File: src/rtl/prog_mem_if.sv
// prog_mem_if: groups the CPU fetch port and the serial loader port of prog_mem.
//   master modport: CPU/host side (drives addr, load_req, bit_valid, bit_in)
//   slave modport : memory side  (drives opecode, imm, cpu_run, load_done, words_loaded)
// Signals:
//   addr         CPU fetch address
//   opecode/imm  fetched instruction fields
//   load_req     level request to load a program
//   bit_valid    qualifies bit_in
//   bit_in       serial program data, MSB first
//   cpu_run      1 allows the CPU to execute
//   load_done    one-cycle pulse when a load ends
//   words_loaded complete words written by the most recent load
interface prog_mem_if #(
  parameter int unsigned ADDR_W = 4
) ();
  logic [ADDR_W-1:0] addr;
  logic [3:0]        opecode;
  logic [3:0]        imm;
  logic              load_req;
  logic              bit_valid;
  logic              bit_in;
  logic              cpu_run;
  logic              load_done;
  logic [ADDR_W:0]   words_loaded;

  modport master (
    output addr,
    output load_req,
    output bit_valid,
    output bit_in,
    input  opecode,
    input  imm,
    input  cpu_run,
    input  load_done,
    input  words_loaded
  );

  modport slave (
    input  addr,
    input  load_req,
    input  bit_valid,
    input  bit_in,
    output opecode,
    output imm,
    output cpu_run,
    output load_done,
    output words_loaded
  );
endinterface

File: src/rtl/prog_mem.sv
// prog_mem: writable program memory with a bit-serial loader.
//   Fetch: {opecode,imm} = mem[addr] combinationally while running; forced to 0 while loading.
//   Load : a rising edge on load_req enters LOAD; 8 qualified bits (MSB first) form one word,
//          written at the write pointer. The load ends when load_req drops or when the last
//          word of the memory is written. cpu_run holds the CPU in reset while loading.
// Ports:
//   clk    system clock, rising edge
//   n_rst  asynchronous active-low reset (clears memory, returns to RUN, cpu_run low)
//   bus    prog_mem_if slave modport (fetch + loader signals)
module prog_mem #(
  parameter int unsigned ADDR_W = 4
) (
  input logic         clk,
  input logic         n_rst,
  prog_mem_if.slave   bus
);

  localparam int unsigned Depth = 1 << ADDR_W;
  localparam logic [ADDR_W-1:0] WptrLast = ADDR_W'(Depth - 1);
  localparam logic [ADDR_W:0]   WordsOne = (ADDR_W + 1)'(1);
  localparam logic [ADDR_W-1:0] WptrOne  = ADDR_W'(1);

  typedef enum logic {
    StRun  = 1'b0,
    StLoad = 1'b1
  } state_e;

  state_e            state_q, state_d;
  logic              load_req_q;
  logic [7:0]        mem_q [Depth];
  logic [ADDR_W-1:0] wptr_q, wptr_d;
  logic [2:0]        bitcnt_q, bitcnt_d;
  // Only the 7 earlier bits of a word need storing; the 8th comes straight from bit_in.
  logic [6:0]        sreg_q, sreg_d;
  logic [ADDR_W:0]   words_q, words_d;
  logic              cpu_run_q, cpu_run_d;
  logic              load_done_q, load_done_d;

  logic              start;
  logic              bit_fire;
  logic              word_done;
  logic              mem_we;
  logic [7:0]        mem_wdata;
  logic [7:0]        rd_word;

  // ---------------------------------------------------------------------------
  // Next-state logic
  // ---------------------------------------------------------------------------
  always_comb begin
    start     = (state_q == StRun) && bus.load_req && !load_req_q;
    bit_fire  = (state_q == StLoad) && bus.bit_valid;
    word_done = bit_fire && (bitcnt_q == 3'd7);
    mem_we    = word_done;
    mem_wdata = {sreg_q, bus.bit_in};

    state_d  = state_q;
    wptr_d   = wptr_q;
    bitcnt_d = bitcnt_q;
    sreg_d   = sreg_q;
    words_d  = words_q;

    unique case (state_q)
      StRun: begin
        if (start) begin
          state_d  = StLoad;
          wptr_d   = '0;
          bitcnt_d = '0;
          sreg_d   = '0;
          words_d  = '0;
        end
      end
      StLoad: begin
        if (bit_fire) begin
          sreg_d   = {sreg_q[5:0], bus.bit_in};
          // 3-bit counter wraps 7 -> 0 exactly when a word completes.
          bitcnt_d = bitcnt_q + 3'd1;
        end
        if (word_done) begin
          wptr_d  = wptr_q + WptrOne;
          words_d = words_q + WordsOne;
        end
        // A word completing as load_req falls is still written (mem_we above), then we exit.
        if (!bus.load_req || (word_done && (wptr_q == WptrLast))) begin
          state_d = StRun;
        end
      end
      default: state_d = StRun;
    endcase

    cpu_run_d   = (state_d == StRun);
    load_done_d = (state_q == StLoad) && (state_d == StRun);
  end

  // ---------------------------------------------------------------------------
  // Control registers
  // ---------------------------------------------------------------------------
  always_ff @(posedge clk or negedge n_rst) begin
    if (!n_rst) begin
      state_q     <= StRun;
      load_req_q  <= 1'b0;
      wptr_q      <= '0;
      bitcnt_q    <= '0;
      sreg_q      <= '0;
      words_q     <= '0;
      cpu_run_q   <= 1'b0;
      load_done_q <= 1'b0;
    end else begin
      state_q     <= state_d;
      load_req_q  <= bus.load_req;
      wptr_q      <= wptr_d;
      bitcnt_q    <= bitcnt_d;
      sreg_q      <= sreg_d;
      words_q     <= words_d;
      cpu_run_q   <= cpu_run_d;
      load_done_q <= load_done_d;
    end
  end

  // ---------------------------------------------------------------------------
  // Storage: reset clears every word to 0x00 (ADD A,0, a no-op)
  // ---------------------------------------------------------------------------
  always_ff @(posedge clk or negedge n_rst) begin
    if (!n_rst) begin
      for (int i = 0; i < int'(Depth); i++) begin
        mem_q[i] <= 8'h00;
      end
    end else if (mem_we) begin
      mem_q[wptr_q] <= mem_wdata;
    end
  end

  // ---------------------------------------------------------------------------
  // Outputs
  // ---------------------------------------------------------------------------
  assign rd_word = mem_q[bus.addr];

  // The CPU is held in reset during LOAD, but fetch outputs are still zeroed for safety.
  assign bus.opecode      = (state_q == StLoad) ? 4'h0 : rd_word[7:4];
  assign bus.imm          = (state_q == StLoad) ? 4'h0 : rd_word[3:0];
  assign bus.cpu_run      = cpu_run_q;
  assign bus.load_done    = load_done_q;
  assign bus.words_loaded = words_q;

endmodule

File: src/flat_wrapper.sv
// flat-port wrapper written by rule: the top's interface ports become plain ports
module prog_mem_flat 
#(
  parameter int unsigned ADDR_W = 4
)
  (clk, n_rst, bus_addr, bus_load_req, bus_bit_valid, bus_bit_in, bus_opecode, bus_imm, bus_cpu_run, bus_load_done, bus_words_loaded);
  prog_mem_if #(.ADDR_W(ADDR_W)) bus_i ();
  input logic clk;
  input logic n_rst;
  input wire logic [$bits(bus_i.addr)-1:0] bus_addr;
  input wire logic [$bits(bus_i.load_req)-1:0] bus_load_req;
  input wire logic [$bits(bus_i.bit_valid)-1:0] bus_bit_valid;
  input wire logic [$bits(bus_i.bit_in)-1:0] bus_bit_in;
  output wire logic [$bits(bus_i.opecode)-1:0] bus_opecode;
  output wire logic [$bits(bus_i.imm)-1:0] bus_imm;
  output wire logic [$bits(bus_i.cpu_run)-1:0] bus_cpu_run;
  output wire logic [$bits(bus_i.load_done)-1:0] bus_load_done;
  output wire logic [$bits(bus_i.words_loaded)-1:0] bus_words_loaded;
  assign bus_i.addr = bus_addr;
  assign bus_i.load_req = bus_load_req;
  assign bus_i.bit_valid = bus_bit_valid;
  assign bus_i.bit_in = bus_bit_in;
  assign bus_opecode = bus_i.opecode;
  assign bus_imm = bus_i.imm;
  assign bus_cpu_run = bus_i.cpu_run;
  assign bus_load_done = bus_i.load_done;
  assign bus_words_loaded = bus_i.words_loaded;
  prog_mem #(.ADDR_W(ADDR_W)) u_core (.clk(clk), .n_rst(n_rst), .bus(bus_i));
endmodule
File: config.mk
export PLATFORM = sky130hd
export DESIGN_NAME = prog_mem_flat
export DESIGN_NICKNAME = d
export VERILOG_FILES = /design/src/rtl/prog_mem_if.sv /design/src/rtl/prog_mem.sv /design/src/flat_wrapper.sv
export SDC_FILE = /design/constraint.sdc
export NUM_CORES = 1
export LEC_CHECK = 0
export CAP_MARGIN = 0
export CORE_MARGIN = 2
export CORE_UTILIZATION = 30
export DETAILED_ROUTE_END_ITERATION = 7
export PLACE_DENSITY = 0.43
export REMOVE_ABC_BUFFERS = 1
export SLEW_MARGIN = 20
export SYNTH_ARGS = -nofsm -noshare
export SYNTH_HDL_FRONTEND = slang
export SYNTH_SLANG_ARGS = --single-unit
export TNS_END_PERCENT = 50
File: constraint.sdc
create_clock -name clk -period 5.6 [get_ports clk]
set_input_delay 1.68 -clock clk [delete_from_list [all_inputs] [get_ports clk]]
set_output_delay 1.68 -clock clk [all_outputs]
set_load 0.03 [all_outputs]
# After elaboration in Yosys (flattened, before gate mapping)
# Index checks and enable logic that the tools add are counted.
dict set report classes {
  addsub 3
  n_lt_le_gt_ge 3
  eq_ne 5
  n_mux 23
  bitwise_logic 4
  n_reduce_logical 12
}
# op n
set op_table {}
lappend op_table {{bitwise mux 128 bit} 1}
lappend op_table {{binary-select mux 8 bit (select 4 bit)} 1}
lappend op_table {{demux 8 bit (select 4 bit)} 1}
lappend op_table {{two-way mux 8 bit} 3}
lappend op_table {{two-way mux 4 bit} 4}
lappend op_table {{two-way mux 7 bit} 2}
lappend op_table {{case mux 7 bit (2 select lines)} 1}
lappend op_table {{greater-or-equal comparator 5 bit, second input constant} 2}
lappend op_table {{two-way mux 5 bit} 2}
lappend op_table {{NOT 4 -> 5 bit} 2}
lappend op_table {{case mux 5 bit (2 select lines)} 1}
lappend op_table {{case mux 4 bit (2 select lines)} 1}
lappend op_table {{logical AND 1 bit} 7}
lappend op_table {{two-way mux 3 bit} 2}
lappend op_table {{case mux 3 bit (2 select lines)} 1}
lappend op_table {{adder 5 x 1 -> 5 bit, second input constant} 1}
lappend op_table {{< comparator 5 x 1 -> 1 bit, second input constant} 1}
lappend op_table {{adder 4 x 1 -> 4 bit, second input constant} 1}
lappend op_table {{equality test 4 bit, second input constant} 1}
lappend op_table {{inequality test 2 bit, second input constant} 2}
lappend op_table {{AND reduction 2 bit} 2}
lappend op_table {{adder 3 x 1 -> 3 bit, second input constant} 1}
lappend op_table {{equality test 3 bit, second input constant} 1}
lappend op_table {{logical NOT 1 bit} 2}
lappend op_table {{other kinds (5)} 7}
dict set report totals {
  reg_bits 151
  input_bits 9
  out_inout_bits 15
  elab_cells 74
}

# Longest topological paths before layout
dict set report depth {
  ltp_word 8
  depth_mapped 7
}

# Worst setup path before layout
# Ideal clock, no wire load.
dict set report synth_timing {
  kind {input to output}
  start {in bus_addr[0]}
  end {out bus_imm[2]}
  arrival_ns 3.192
  t_required_ns 3.920
  path_slack_ns 0.728
  path_stages 7
  path_cell_list {buf_4 > buf_4 > buf_6 > mux2i_1 > a22oi_1 > nand2_1 > o21ai_0}
}
dict set report synth_between {
  elab_chain_cells 5
}
# item line
set synth_lines {}
lappend synth_lines {{start, declared} flat_wrapper.sv:10} ;# input wire logic [$bits(bus_i.addr)-1:0] bus_addr;
lappend synth_lines {{NOT 4 -> 5 bit (not written as such)} prog_mem.sv:135} ;# assign rd_word = mem_q[bus.addr];
lappend synth_lines {{binary-select mux 8 bit (select 4 bit)} prog_mem.sv:135}
lappend synth_lines {{two-way mux 8 bit (not written as such) (2 in a row)} prog_mem.sv:135}
lappend synth_lines {{two-way mux 4 bit} prog_mem.sv:139} ;# assign bus.imm = (state_q == StLoad) ? 4'h0 : rd_word[3:0];
lappend synth_lines {{end, declared} flat_wrapper.sv:15} ;# output wire logic [$bits(bus_i.imm)-1:0] bus_imm;
# No other way between the ends. The select of a mux whose other input is x is not followed.

# Worst setup path after layout
dict set report layout_timing {
  start {in bus_addr[2]}
  end {out bus_opecode[1]}
}
dict set report layout_between {
  elab_chain_cells 5
}
# item line
set layout_lines {}
lappend layout_lines {{NOT 4 -> 5 bit (not written as such)} prog_mem.sv:135}
lappend layout_lines {{binary-select mux 8 bit (select 4 bit)} prog_mem.sv:135}
lappend layout_lines {{two-way mux 8 bit (not written as such) (2 in a row)} prog_mem.sv:135}
lappend layout_lines {{two-way mux 4 bit} prog_mem.sv:138} ;# assign bus.opecode = (state_q == StLoad) ? 4'h0 : rd_word[7:4];
lappend layout_lines {{end, declared} flat_wrapper.sv:14} ;# output wire logic [$bits(bus_i.opecode)-1:0] bus_opecode;
# No other way between the ends. The select of a mux whose other input is x is not followed.

==> impl_metrics.ini <==
[route]
drc_errors = 0
vias = 4180
detailedRoute.firstIterationViolations = 192
finalWirelength_um = 17900
route.detailed.wl_per_inst_um = 20.5
drt-pass1-iter-count = 4
route.detailed.vias_per_inst = 4.79
post_route_antenna_net_violation_count = 0

[sta]
fmaxAchievable_mhz = 189
min_period_over_period = 0.945
timing_worst_slew_pin_value_ps = 951
max_slew_margin = 0.362
final-hold-violation-count = 0
final-setup-viol-count = 0
drv_slew = 0
timing.hold.ws_ps = 499
setup_tns_ps = 0
finalClockSkew_ps = 6.99
post-route-min-period_ps = 5290
rsz_0062_raised_after_global_routing = no

[die]
die_outline_area_sq_mm = 0.0247
design.core.area_sq_mm = 0.0233
io_pins = 24
die-height_um = 157
rows = 56
initial_core_util = 0.302
overall_die_width_um = 157

[clocking]
tritoncts.num_buffers = 17
worst_skew_pair.late_latency_ps = 420
clock-root-buffer = sky130_fd_sc_hd__clkbuf_16
cts_tree = done
ctsHtreeMaxLevel = 4
clock_path_buffers = 2
path_clk_slew_ps = 60
clock_sink_count = 151

[critical_path]
crit_path_end_kind = output pin
timing_worst_setup_path_type = primary input to output pin
crit_family = buffers and inverters
timing.critical_path.slowest_stage_cell = sky130_fd_sc_hd__clkdlybuf4s50_1
startpoint_type = primary input
worst_endpoint_data_arrival_time_ps = 3610
path_common_cell = sky130_fd_sc_hd__buf_4
path_buf_inv = 4
cp_data_required_time_ps = 3920
slowest_delay_ps = 640
crit_chain = clkdlybuf4s50_1, buf_4, buf_4, mux4_2, nand2b_1, nand3_1, o21ai_0, buf_4
largest_fanout_on_the_critical_path = 6

[finish]
area.growth.synth_to_final_pct = 16.9
post_route_cells_drive_above_1_share = 0.378
final_common_cell = sky130_fd_sc_hd__dfrtp_1
antenna_cells_inserted = 0
finish.net_count = 557
final_design_area_no_fill_sq_mm = 0.00822
commonest_cells_after_routing_fill_and_taps_aside = 151 x sky130_fd_sc_hd__dfrtp_1, 119 x sky130_fd_sc_hd__mux2_2, 48 x sky130_fd_sc_hd__mux2i_1, 31 x sky130_fd_sc_hd__nand2_1, 22 x sky130_fd_sc_hd__buf_4

[power_and_ir_drop]
power_density_mw_per_mm2 = 304
leakage_nw = 3.94
total_power_mw = 2.50
vdd.ir_drop.worst_v = 0.000175

[global_route]
first_global_vias = 4569
antenna_found_initial = 0
grt_usage = 0.156
grt-ovfl-total = 0
global_route_wire_length_before_repair_um = 28100
grt_max_degree = 111

[placement]
post_detail_place_hpwl_um = 11700
port-buffer-count = 23
gp_routability_congestion = 0.762
postPlaceCellArea_sq_mm = 0.00760

[yosys]
synth-warning-count = 0
register_area_share_after_synthesis = 0.537
ys_seq_elements = 151
syn-mean-instance-area_sq_um = 13.7
mapped_area_sq_mm = 0.00703
yosys.cell_types.count = 38
postSynthCellCount = 514

[hold_path]
timing.hold.worst.class = register to register

[run]
cap_viol_max_count = 0

[outcome]
outcome = finished, final reports clean
[layout make-up]
| class | instances | area [sq um] |
|---|---|---|
| Fill cell | 2307 | 15000 |
| Clock inverter | 11 | 173 |
| Tap cell | 319 | 399 |
| Timing Repair Buffer | 37 | 322 |
| Inverter | 3 | 11.3 |
| Multi-Input combinational cell | 331 | 3090 |
| Clock buffer | 20 | 447 |
| Sequential cell | 151 | 3780 |
[logic make-up (layout without fill, tap and decap cells)]
logic type      count (synthesis)  count (layout)  synth area share
fa+ha+maj                       7               7            0.0125
mux                           184             184             0.303
compound gates                 50              50            0.0471
simple gates                   85              85            0.0704
buf+inv                        32              71            0.0233
flops                         151             151             0.537
xor+xnor                        5               5           0.00623
[where the power goes]
part	internal, mW	switching [mW]
registers	1.10	0.0344
logic	0.0503	0.0946
clock network	0.756	0.461
[layer usage]
layer	GRT usage	routed length, um
met1	0.212	8620
met2	0.252	8470
met3	0.0355	608
met4	0.0442	222
met5	0	0
[per-stage QoR]
stage          setup WS, ps  std cells  utilization
6_report                307        872        0.353
5_1_grt                 197        872        0.353
4_1_cts                13.9        872        0.353
3_5_place_dp           18.1        841        0.327
3_3_place_gp          -27.3        841        0.327
2_1_floorplan          1030        485            -
[cells in the mapped netlist, drive strengths merged]
master  number  area (sq um)
dfrtp      151          3780
mux2       128          1470
mux2i       48           480
nand2       35           151
a22oi       20           150
nor2        20           123
o21ai       20           100
clkbuf      17          63.8
buf         12          88.8
mux4         8           180
ha           7          87.6
nand2b       7          43.8
nand3        6          30.0
xor2         5          43.8
a22o         4          35.0
nand4        4          31.3
nor2b        4          25.0
inv          3          11.3
nor3         3          42.5
a221oi       2          17.5
and2         2          12.5
o31ai        2          15.0
a21boi       1          7.51
a31oi        1          6.26
and3         1          11.3
nor3b        1          12.5
or2          1          6.26
or3          1          6.26
[timing repair]
action                                  in CTS  in global routing
resized for setup                            0                  1
buffers inserted                             0                  0
endpoints found under the setup margin       0                  1
hold buffers                                 0                  0
[sequential cells by signal, indices dropped and copies added (netlist names)]
register and flops:
u_core.bitcnt_q 3, u_core.bus.cpu_run 1, u_core.bus.load_done 1, u_core.bus.words_loaded 5, u_core.load_req_q 1, u_core.mem_q 128, u_core.sreg_q 7, u_core.state_q 1
u_core.wptr_q 4
[worst paths after layout]
| path | from | to | slack [ps] | cells past startpoint |
|---|---|---|---|---|
| setup / recovery | bus_addr[2] | bus_opecode[1] | 310 | 8 |
| min in group asynchronous | n_rst | u_core.mem_q[68] | 1360 | 1 |
| setup reg to reg | u_core.bitcnt_q[0] | u_core.mem_q[122] | 3160 | 6 |
| hold / removal | u_core.mem_q[107] | u_core.mem_q[107] | 500 | 1 |
| hold reg to reg | u_core.mem_q[107] | u_core.mem_q[107] | 500 | 1 |
| max in group asynchronous | n_rst | u_core.mem_q[49] | 3070 | 2 |
[worst register-to-register path, delay by kind of cell, from the launching register on]
family | cells | cell delay (ps)
simple gates | 3 | 1190
fa+ha+maj | 2 | 330
mux | 1 | 430
flops | 1 | 370
Note: power is estimated with default switching activity, not from simulation.
